**config.mk**
```make
export PLATFORM = sky130hd
export DESIGN_NAME = ifetch_queue
export DESIGN_NICKNAME = d
export VERILOG_FILES = /design/src/rtl/ifetch_queue_pkg.sv /design/src/rtl/ifetch_fifo.sv /design/src/rtl/ifetch_queue.sv
export SDC_FILE = /design/constraint.sdc
export NUM_CORES = 1
export LEC_CHECK = 0
export CAP_MARGIN = 20
export CORE_MARGIN = 10
export CORE_UTILIZATION = 60
export CTS_CLUSTER_DIAMETER = 40
export DETAILED_ROUTE_END_ITERATION = 8
export PLACE_DENSITY = 0.91
export RECOVER_POWER = 100
export SKIP_CTS_REPAIR_TIMING = 1
export SYNTH_ARGS = -nofsm -noshare
export SYNTH_HDL_FRONTEND = slang
export SYNTH_HIERARCHICAL = 1
export SYNTH_SLANG_ARGS = --single-unit
```
**constraint.sdc**
```tcl
create_clock -name clk -period 9.6 [get_ports clk]
set_input_delay 2.4 -clock clk [delete_from_list [all_inputs] [get_ports clk]]
set_output_delay 2.4 -clock clk [all_outputs]
set_load 0.05 [all_outputs]
```
**src/rtl/ifetch_queue_pkg.sv**
```systemverilog
// Shared fetch-path types: instruction bus request/response and buffered fetch entries.
package ifetch_queue_pkg;
  typedef logic [31:0] addr_t;
  typedef logic [31:0] word_t;

  localparam addr_t       RESET_PC_DEFAULT = 32'hbfc0_0000;
  localparam int unsigned INSTR_BYTES      = 4;

  typedef struct packed {
    logic  valid;
    addr_t addr;
  } ibus_req_t;

  typedef struct packed {
    logic  addr_ok;
    logic  data_ok;
    word_t data;
  } ibus_resp_t;

  typedef struct packed {
    addr_t pc;
    word_t instr;
  } fetch_entry_t;
endpackage

```
**src/rtl/ifetch_fifo.sv**
```systemverilog
// First-word-fall-through FIFO with synchronous clear; a full FIFO accepts a push when popped in the same cycle.
module ifetch_fifo
  import ifetch_queue_pkg::*;
#(
  parameter int unsigned DEPTH = 4,
  parameter type         T     = fetch_entry_t
) (
  input  logic                         clk,
  input  logic                         resetn,
  input  logic                         push,
  input  T                             din,
  input  logic                         pop,
  input  logic                         clear,
  output T                             dout,
  output logic                         full,
  output logic                         empty,
  output logic [$clog2(DEPTH+1)-1:0]   count
);
  localparam int unsigned PW = (DEPTH > 1) ? $clog2(DEPTH) : 1;
  localparam int unsigned CW = $clog2(DEPTH + 1);

  T               mem [DEPTH];
  logic [PW-1:0]  rd_ptr, wr_ptr;
  logic           do_push, do_pop;

  function automatic logic [PW-1:0] ptr_inc(input logic [PW-1:0] p);
    return (p == PW'(DEPTH - 1)) ? '0 : p + 1'b1;
  endfunction

  assign full    = (count == CW'(DEPTH));
  assign empty   = (count == '0);
  assign do_pop  = pop && !empty;
  assign do_push = push && (!full || do_pop);
  assign dout    = mem[rd_ptr];

  always_ff @(posedge clk or negedge resetn) begin
    if (!resetn) begin
      rd_ptr <= '0;
      wr_ptr <= '0;
      count  <= '0;
    end else if (clear) begin
      rd_ptr <= '0;
      wr_ptr <= '0;
      count  <= '0;
    end else begin
      if (do_push) wr_ptr <= ptr_inc(wr_ptr);
      if (do_pop)  rd_ptr <= ptr_inc(rd_ptr);
      count <= count + CW'(do_push) - CW'(do_pop);
    end
  end

  always_ff @(posedge clk) begin
    if (do_push && !clear) mem[wr_ptr] <= din;
  end
endmodule

```
**src/rtl/ifetch_queue.sv**
```systemverilog
// Pipelined instruction fetch: credit-limited in-order ibus requests feeding a PC-tagged
// decode buffer, with redirect flush and drop counting for stale in-flight responses.
module ifetch_queue
  import ifetch_queue_pkg::*;
#(
  parameter int unsigned DEPTH        = 4,
  parameter int unsigned MAX_INFLIGHT = 2,
  parameter addr_t       RESET_PC     = RESET_PC_DEFAULT
) (
  input  logic       clk,
  input  logic       resetn,
  output ibus_req_t  ireq,
  input  ibus_resp_t iresp,
  input  logic       redirect_valid,
  input  addr_t      redirect_pc,
  output logic       out_valid,
  output addr_t      out_pc,
  output word_t      out_instr,
  input  logic       out_ready
);
  localparam int unsigned IW = $clog2(MAX_INFLIGHT + 2);
  localparam int unsigned CW = $clog2(DEPTH + 1);
  localparam int unsigned AW = $clog2(MAX_INFLIGHT + 1);

  typedef enum logic {IDLE, REQ} state_t;

  state_t          state;
  addr_t           fetch_pc, req_addr, fetch_pc_next, resp_pc;
  logic [IW-1:0]   inflight, drop, inflight_next;
  logic            stale;
  logic            addr_fire, data_fire, buf_push, buf_pop, credit;
  logic            buf_full, buf_empty, af_full, af_empty;
  logic [CW-1:0]   buf_count, cnt_next;
  logic [AW-1:0]   af_count;
  fetch_entry_t    push_entry, head;

  assign addr_fire     = (state == REQ) && iresp.addr_ok;
  assign data_fire     = iresp.data_ok;
  assign inflight_next = inflight + IW'(addr_fire) - IW'(data_fire);
  assign buf_push      = data_fire && (drop == '0) && !redirect_valid;
  assign buf_pop       = out_valid && out_ready && !redirect_valid;
  assign cnt_next      = redirect_valid ? '0 : buf_count + CW'(buf_push) - CW'(buf_pop);
  // Credit uses post-edge occupancy so an accepted request can be followed immediately.
  assign credit        = (32'(inflight_next) + 32'(cnt_next) + 32'd1 <= DEPTH) &&
                         (32'(inflight_next) < MAX_INFLIGHT);

  always_comb begin
    fetch_pc_next = fetch_pc;
    if (redirect_valid)          fetch_pc_next = redirect_pc;
    else if (addr_fire && !stale) fetch_pc_next = fetch_pc + INSTR_BYTES;
  end

  always_comb begin
    ireq.valid = (state == REQ);
    ireq.addr  = (state == REQ) ? req_addr : fetch_pc;
  end

  assign push_entry = '{pc: resp_pc, instr: iresp.data};
  assign out_valid  = !buf_empty;
  assign out_pc     = head.pc;
  assign out_instr  = head.instr;

  always_ff @(posedge clk or negedge resetn) begin
    if (!resetn) begin
      state    <= IDLE;
      fetch_pc <= RESET_PC;
      req_addr <= RESET_PC;
      inflight <= '0;
      drop     <= '0;
      stale    <= 1'b0;
    end else begin
      inflight <= inflight_next;
      fetch_pc <= fetch_pc_next;
      // A request caught mid-handshake by a redirect completes later and is dropped then.
      if (redirect_valid)
        drop <= inflight_next;
      else
        drop <= drop - IW'(data_fire && (drop != '0)) + IW'(addr_fire && stale);
      if ((state == REQ) && !iresp.addr_ok && redirect_valid) stale <= 1'b1;
      else if (addr_fire)                                    stale <= 1'b0;
      if ((state == IDLE) || addr_fire) begin
        state    <= credit ? REQ : IDLE;
        req_addr <= fetch_pc_next;
      end
    end
  end

  ifetch_fifo #(.DEPTH(MAX_INFLIGHT), .T(addr_t)) u_addr_fifo (
    .clk    (clk),
    .resetn (resetn),
    .push   (addr_fire),
    .din    (req_addr),
    .pop    (data_fire),
    .clear  (1'b0),
    .dout   (resp_pc),
    .full   (af_full),
    .empty  (af_empty),
    .count  (af_count)
  );

  ifetch_fifo #(.DEPTH(DEPTH), .T(fetch_entry_t)) u_buf (
    .clk    (clk),
    .resetn (resetn),
    .push   (buf_push),
    .din    (push_entry),
    .pop    (buf_pop),
    .clear  (redirect_valid),
    .dout   (head),
    .full   (buf_full),
    .empty  (buf_empty),
    .count  (buf_count)
  );

  a_no_push_full: assert property (@(posedge clk) disable iff (!resetn)
    !(buf_push && buf_full && !buf_pop));
  a_no_data_idle: assert property (@(posedge clk) disable iff (!resetn)
    !(iresp.data_ok && (inflight == '0) && af_empty));
  a_addr_stable:  assert property (@(posedge clk) disable iff (!resetn)
    (ireq.valid && !iresp.addr_ok) |=> (ireq.valid && $stable(ireq.addr)));
  a_af_track:     assert property (@(posedge clk) disable iff (!resetn)
    (32'(af_count) == 32'(inflight)) && !(addr_fire && af_full));
endmodule

```
==> impl_metrics.csv, run 1 <==
group,metric,value,unit
power,p_leak,6.79,nW
global_routing,grtUsageMet1,26.2,%
sta,setup_viol,0,
clocking,cts.sinks,401,
clocking,cts.clk_slew.worst_paths,0.06,ns
flow_run,maxCapViolCount,11,
setup_path,critPathTopFamily,"flip-flops",
sta,hold_viol,0,
run_status,violations,"capacitance limit, slew limit",
placement,dp_cells,1360,
run_status,status,"finished, violations left",
sta,fin_tns_setup,0,ns
sta,layout_setup_ws,2.58,ns
routing,drt_iter0_drc,608,
global_routing,grtUsageMet3,4.43,%
setup_path,endpoint_kind,"output pin",
layout,post-route-util,73.7,%
global_routing,antenna_found_initial,1,
setup_path,slowest_delay,2.43,ns
global_routing,grtUsageMet2,32.7,%
synth,syn_area_per_cell,18.5,um2
setup_path,crit_slowest_cell,"dfrtp_1",
setup_path,cp.arrival,4.62,ns
floorplan,row_count,60,
sta,maxSlewHeadroom,-152,%
setup_path,r2r-start,"state",
floorplan,die_y,184,um
setup_path,cp_num_cells,2,
placement,dpl.hpwl,20.3,mm
global_routing,grt_max_degree,82,
power,max-vdd-ir-drop,225,uV
setup_path,start_kind,"flop",
global_routing,grt-ovfl-total,0,
worst_hold_path,hold_start,"req_addr[20]",
placement,dp_slack,3.24,ns
power,cellPowerDensity,251,mW/mm2
sta,fmax,143,MHz
routing,drcViolationCount,0,
layout,drive_gt1_share,19.8,%
sta,worst-slew-pin-transition,3.78,ns
layout,multiInputGateArea,0.00427,mm2
layout,design_area,0.0197,mm2
floorplan,die_area,0.0339,mm2
synth,syn-cell-area,0.0162,mm2
routing,vias,8619,
placement,dpl_cell_area,0.0182,mm2
routing,via_per_inst,5.96,
placement,io_buffers,167,
synth,netlist_instances,874,
floorplan,dieWidth,184,um
setup_path,critPathBufInv,1,
clocking,cts_max_level,2,
layout,area_growth,21.8,%
clocking,cts_made_buffers,45,
sta,rsz0062_at_grt,"no",
layout,nFillCells,1551,
setup_path,cp_max_fo,66,
routing,wl_per_cell,23.2,um
layout,num_antenna_cells,0,
sta,fin_crit_sh,73.1,%
global_routing,grt_pass1_wl,52.4,mm
global_routing,grt-busiest-layer,"met2",
floorplan,core-area,0.0267,mm2
setup_path,path_cells,"mux4_2 -> dlygate4sd3_1",
worst_hold_path,holdPathStages,0,
setup_path,worstRegToRegCells,6,
sta,drv_slew,534,
floorplan,start_util,60.5,%
setup_path,cp-startpoint,"u_buf/rd_ptr[1]",
clocking,ctsRootBufferMaster,"clkbuf_16",
setup_path,cp.required,7.20,ns
setup_path,rrSetupSlack,4.36,ns
synth,ys_warn_count,6,
clocking,clock_path_buffers,3,
layout,nNetsFinal,1155,
routing,first_pass_iters,5,
floorplan,ios,168,
global_routing,track_usage,20.0,%
sta,skew,0.0170,ns
routing,ant_nets,0,
clocking,clkLatencyLatePin,0.54,ns
routing,finalWirelength,33.5,mm
global_routing,grt_pass1_vias,9290,
worst_hold_path,hold_class,"reg -> reg",
sta,min_period,7.02,ns
setup_path,critPathKind,"reg -> out",
layout,regArea,0.0117,mm2
placement,gp_congestion,0.820,
clocking,cts_tree,"yes",
layout,post_layout_nonfiller_instances,1445,
[cells in the final DEF (no fill, tap or decap), drive strengths merged, types with 2 or more instances in the layout]
cell type	instances
nor4	4
nand3	18
nor3	8
clkdlybuf4s50	35
buf	6
dfstp	18
inv	21
mux4	64
nor2b	5
mux2i	2
nand2	32
xnor2	27
nand4	11
mux2	90
nand2b	3
ha	16
nor2	35
a221o	16
and3	21
and3b	2
edfxtp	320
a21oi	10
and2	6
conb	8
xor2	12
dfrtp	63
fa	2
o21ai	17
clkbuf	56
and4	2
clkinvlp	6
o31ai	5
clkinv	17
a21o	2
bufinv	6
dlygate4sd3	130
[power by group]
group          switching [mW]  internal, mW  leakage, nW
Sequential              0.120          2.08         3.84
Clock                   0.697          1.04        0.738
Combinational           0.631         0.359         2.21
[final timing paths]
check | endpoint
worst max-delay path | out_pc[31]
worst min-delay path | u_addr_fifo/mem[0][20]
worst max register to register | req_addr[30]
worst min register to register | u_addr_fifo/mem[0][20]
max in group asynchronous | u_buf/rd_ptr[0]
min in group asynchronous | fetch_pc[18]
[area by class of cell]
class	instances	share of cell area, %
inverter	15	0.286
multi-input combinational	426	21.7
tap	341	2.17
timing repair buffer	178	8.74
sequential	401	59.2
clock inverter	35	2.07
clock buffer	49	5.80
[through the flow]
| stage | hold WS [ns] | power [mW] |
|---|---|---|
| 2_1_floorplan | 0.454 | 2.92 |
| 3_3_place_gp | 0.473 | 3.24 |
| 3_5_place_dp | 0.494 | 3.28 |
| 4_1_cts | 0.507 | 5.02 |
| 5_1_grt | 0.528 | 5.12 |
| 6_report | 0.505 | 4.93 |
[per-layer routing]
| metal | wire (um) | vias up |
|---|---|---|
| met4 | 794 | 2 |
| li1 | - | 3821 |
| met5 | 13 | - |
| met3 | 2340 | 61 |
| met1 | 13700 | 4418 |
| met2 | 16600 | 317 |
[sequential cells by signal, summed over array words and instances, names as in the netlist]
signal / cells
drop: 2
u_addr_fifo/count: 2
u_buf/count: 3
u_addr_fifo/rd_ptr: 1
u_buf/mem: 256
inflight: 2
u_addr_fifo/mem: 64
u_buf/wr_ptr: 2
u_addr_fifo/wr_ptr: 1
req_addr: 32
u_buf/rd_ptr: 2
state: 1
stale: 1
fetch_pc: 32
(Power assumes the default switching activity.)
==> run 2, diff against run 1 <==
--- a/config.mk
+++ b/config.mk
@@ -7,10 +7,10 @@
 export LEC_CHECK = 0
 export CAP_MARGIN = 20
 export CORE_MARGIN = 10
-export CORE_UTILIZATION = 60
+export CORE_UTILIZATION = 51
 export CTS_CLUSTER_DIAMETER = 40
 export DETAILED_ROUTE_END_ITERATION = 8
-export PLACE_DENSITY = 0.91
+export PLACE_DENSITY = 0.83
 export RECOVER_POWER = 100
 export SKIP_CTS_REPAIR_TIMING = 1
 export SYNTH_ARGS = -nofsm -noshare
==> constraint.sdc (replaced) <==
create_clock -name clk -period 6.2 [get_ports clk]
set_input_delay 1.55 -clock clk [delete_from_list [all_inputs] [get_ports clk]]
set_output_delay 1.55 -clock clk [all_outputs]
set_load 0.05 [all_outputs]
==> run 2 against run 1 <==
  * The flow still finishes with violations (capacitance limit, slew limit)
  * First-iteration DRC count decreased by 12%
  * Total power is 57% higher
  * Clock skew grew 0.0098 ns
  * Design area up 1.1%
  * Setup slack got worse by 1.6 ns
  * Via count down 0.52%
  * Die area up 16%
  * Sequential share of layout area is 0.62 points lower
  * Highest routed layer is now met4
==> impl_metrics.csv, run 2 (synthesis results as in run 1) <==
group,metric,value,unit
power,max-vdd-ir-drop,272,uV
clocking,cts.sinks,401,
clocking,clkLatencyLatePin,0.55,ns
global_routing,track_usage,17.2,%
sta,whs,0.496,ns
power,p_clk_share,36.4,%
sta,fin_tns_setup,0,ns
placement,gp_congestion,0.823,
layout,final_common_cell,"edfxtp_1",
floorplan,start_util,51.5,%
routing,via_per_inst,5.64,
floorplan,dieWidth,198,um
placement,dpl.hpwl,21.2,mm
routing,drcViolationCount,0,
floorplan,core-area,0.0314,mm2
floorplan,die_y,198,um
run_status,violations,"capacitance limit, slew limit",
global_routing,grt_max_degree,67,
setup_path,worstRegToRegCells,6,
layout,reg_top3,"u_buf/mem x256, u_addr_fifo/mem x64",
sta,worst-slew-pin-transition,2.31,ns
setup_path,cp_max_fo,39,
sta,skew,0.0268,ns
placement,dp_slack,1.92,ns
sta,min_period,5.23,ns
routing,drt_iter0_drc,538,
placement,io_buffers,167,
power,total_power,7.77,mW
layout,post-route-util,63.4,%
worst_hold_path,holdPathStages,0,
power,power_frac_comb,19.9,%
power,switching_share,29.2,%
routing,finalWirelength,33.5,mm
floorplan,die_area,0.0392,mm2
sta,hold_viol,0,
run_status,status,"finished, violations left",
power,pwr-share-seq,43.6,%
power,internal_power,5.50,mW
global_routing,grt_pass1_vias,9040,
routing,ant_nets,0,
floorplan,ios,168,
layout,largest_reg_flops,256,
clocking,cts_tree,"yes",
clocking,cts_max_level,2,
sta,fmax,191,MHz
routing,first_pass_iters,4,
sta,maxSlewHeadroom,-54.0,%
routing,vias,8574,
layout,num_antenna_cells,0,
clocking,clock_path_buffers,3,
sta,fin_crit_sh,84.4,%
layout,largest-register,"u_buf/mem",
floorplan,row_count,65,
clocking,cts.clk_slew.worst_paths,0.06,ns
power,cellPowerDensity,390,mW/mm2
power,p_leak,6.87,nW
global_routing,grt-ovfl-total,0,
layout,regArea,0.0117,mm2
global_routing,grt_pass1_wl,51.8,mm
setup_path,endpoint_kind,"output pin",
routing,wl_per_cell,22.0,um
layout,final_cell_mix,"320 x edfxtp_1, 116 x dlygate4sd3_1, 64 x mux4_2",
flow_run,maxCapViolCount,9,
layout,nFillCells,2182,
worst_hold_path,hold_class,"reg -> reg",
layout,nNetsFinal,1164,
global_routing,antenna_found_initial,0,
clocking,cts_made_buffers,50,
setup_path,start_kind,"flop",
layout,multiInputGateArea,0.00427,mm2
sta,drv_slew,365,
layout,drive_gt1_share,20.9,%
clocking,ctsRootBufferMaster,"clkbuf_16",
power,switchingPower,2.27,mW
layout,area_growth,23.1,%
setup_path,cp.required,4.65,ns
sta,setup_viol,0,
setup_path,cp.arrival,3.68,ns
sta,layout_setup_ws,0.968,ns
setup_path,critPathKind,"reg -> out",
sta,rsz0062_at_grt,"no",
-- run 2: cell count changes in the layout (fill, tap and decap cells not counted), sizes merged --
| cell | previous run | this run |
|---|---|---|
| clkinvlp | 6 | 4 |
| buf | 6 | 8 |
| inv | 21 | 27 |
| clkinv | 17 | 14 |
| dlygate4sd3 | 130 | 116 |
| bufinv | 6 | 4 |
| clkdlybuf4s50 | 35 | 49 |
| clkbuf | 56 | 68 |
-- run 2: worst paths after layout --
check                                     start                endpoint  slack [ns]
worst max-delay path            u_buf/rd_ptr[0]           out_instr[24]        0.97
min in group asynchronous                resetn            fetch_pc[18]        1.55
worst min-delay path               req_addr[21]  u_addr_fifo/mem[0][21]        0.50
worst min register to register     req_addr[21]  u_addr_fifo/mem[0][21]        0.50
worst max register to register            state   u_addr_fifo/mem[0][8]        1.90
max in group asynchronous                resetn         u_buf/rd_ptr[1]        3.07
-- run 2: layer usage --
layer | wire length (um) | global-route usage [%] | vias to the layer above
met3 | 2220 | 3.94 | 43
met1 | 14300 | 22.8 | 4394
met2 | 16300 | 28.0 | 285
li1 | - | - | 3852
met5 | 0 | 0 | -
met4 | 614 | 5.04 | 0
-- run 2: cell type report --
cell class,instances,area share (%)
clock inverters,34,1.73
clock buffers,59,6.62
repair buffers,182,8.78
flip-flops and latches,401,58.6
inverters,15,0.283
multi-input cells,426,21.4
well taps,402,2.53
-- run 2: power by group through the flow --
stage | clock (mW) | combinational [mW] | sequential (mW)
finish | 2.83 | 1.55 | 3.39
global placement | 0 | 1.62 | 3.43
floorplan | 0 | 1.14 | 3.38
detailed placement | 0 | 1.64 | 3.44
CTS | 2.89 | 1.65 | 3.39
global route | 3.02 | 1.65 | 3.42
-- run 2: worst max-delay path, stage by stage (launching register included) --
cell	delay [ns]
dfrtp_2	1.24
clkbuf_2	0.61
mux4_2	0.58
clkdlybuf4s50_1	0.72
-- run 2: through the flow --
step                      instances  area, um2
after floorplan                 881      16200
after global placement         1426      18300
after detailed placement       1426      18300
after CTS                      1519      20000
after global routing           1519      19900
final                          1519      19900
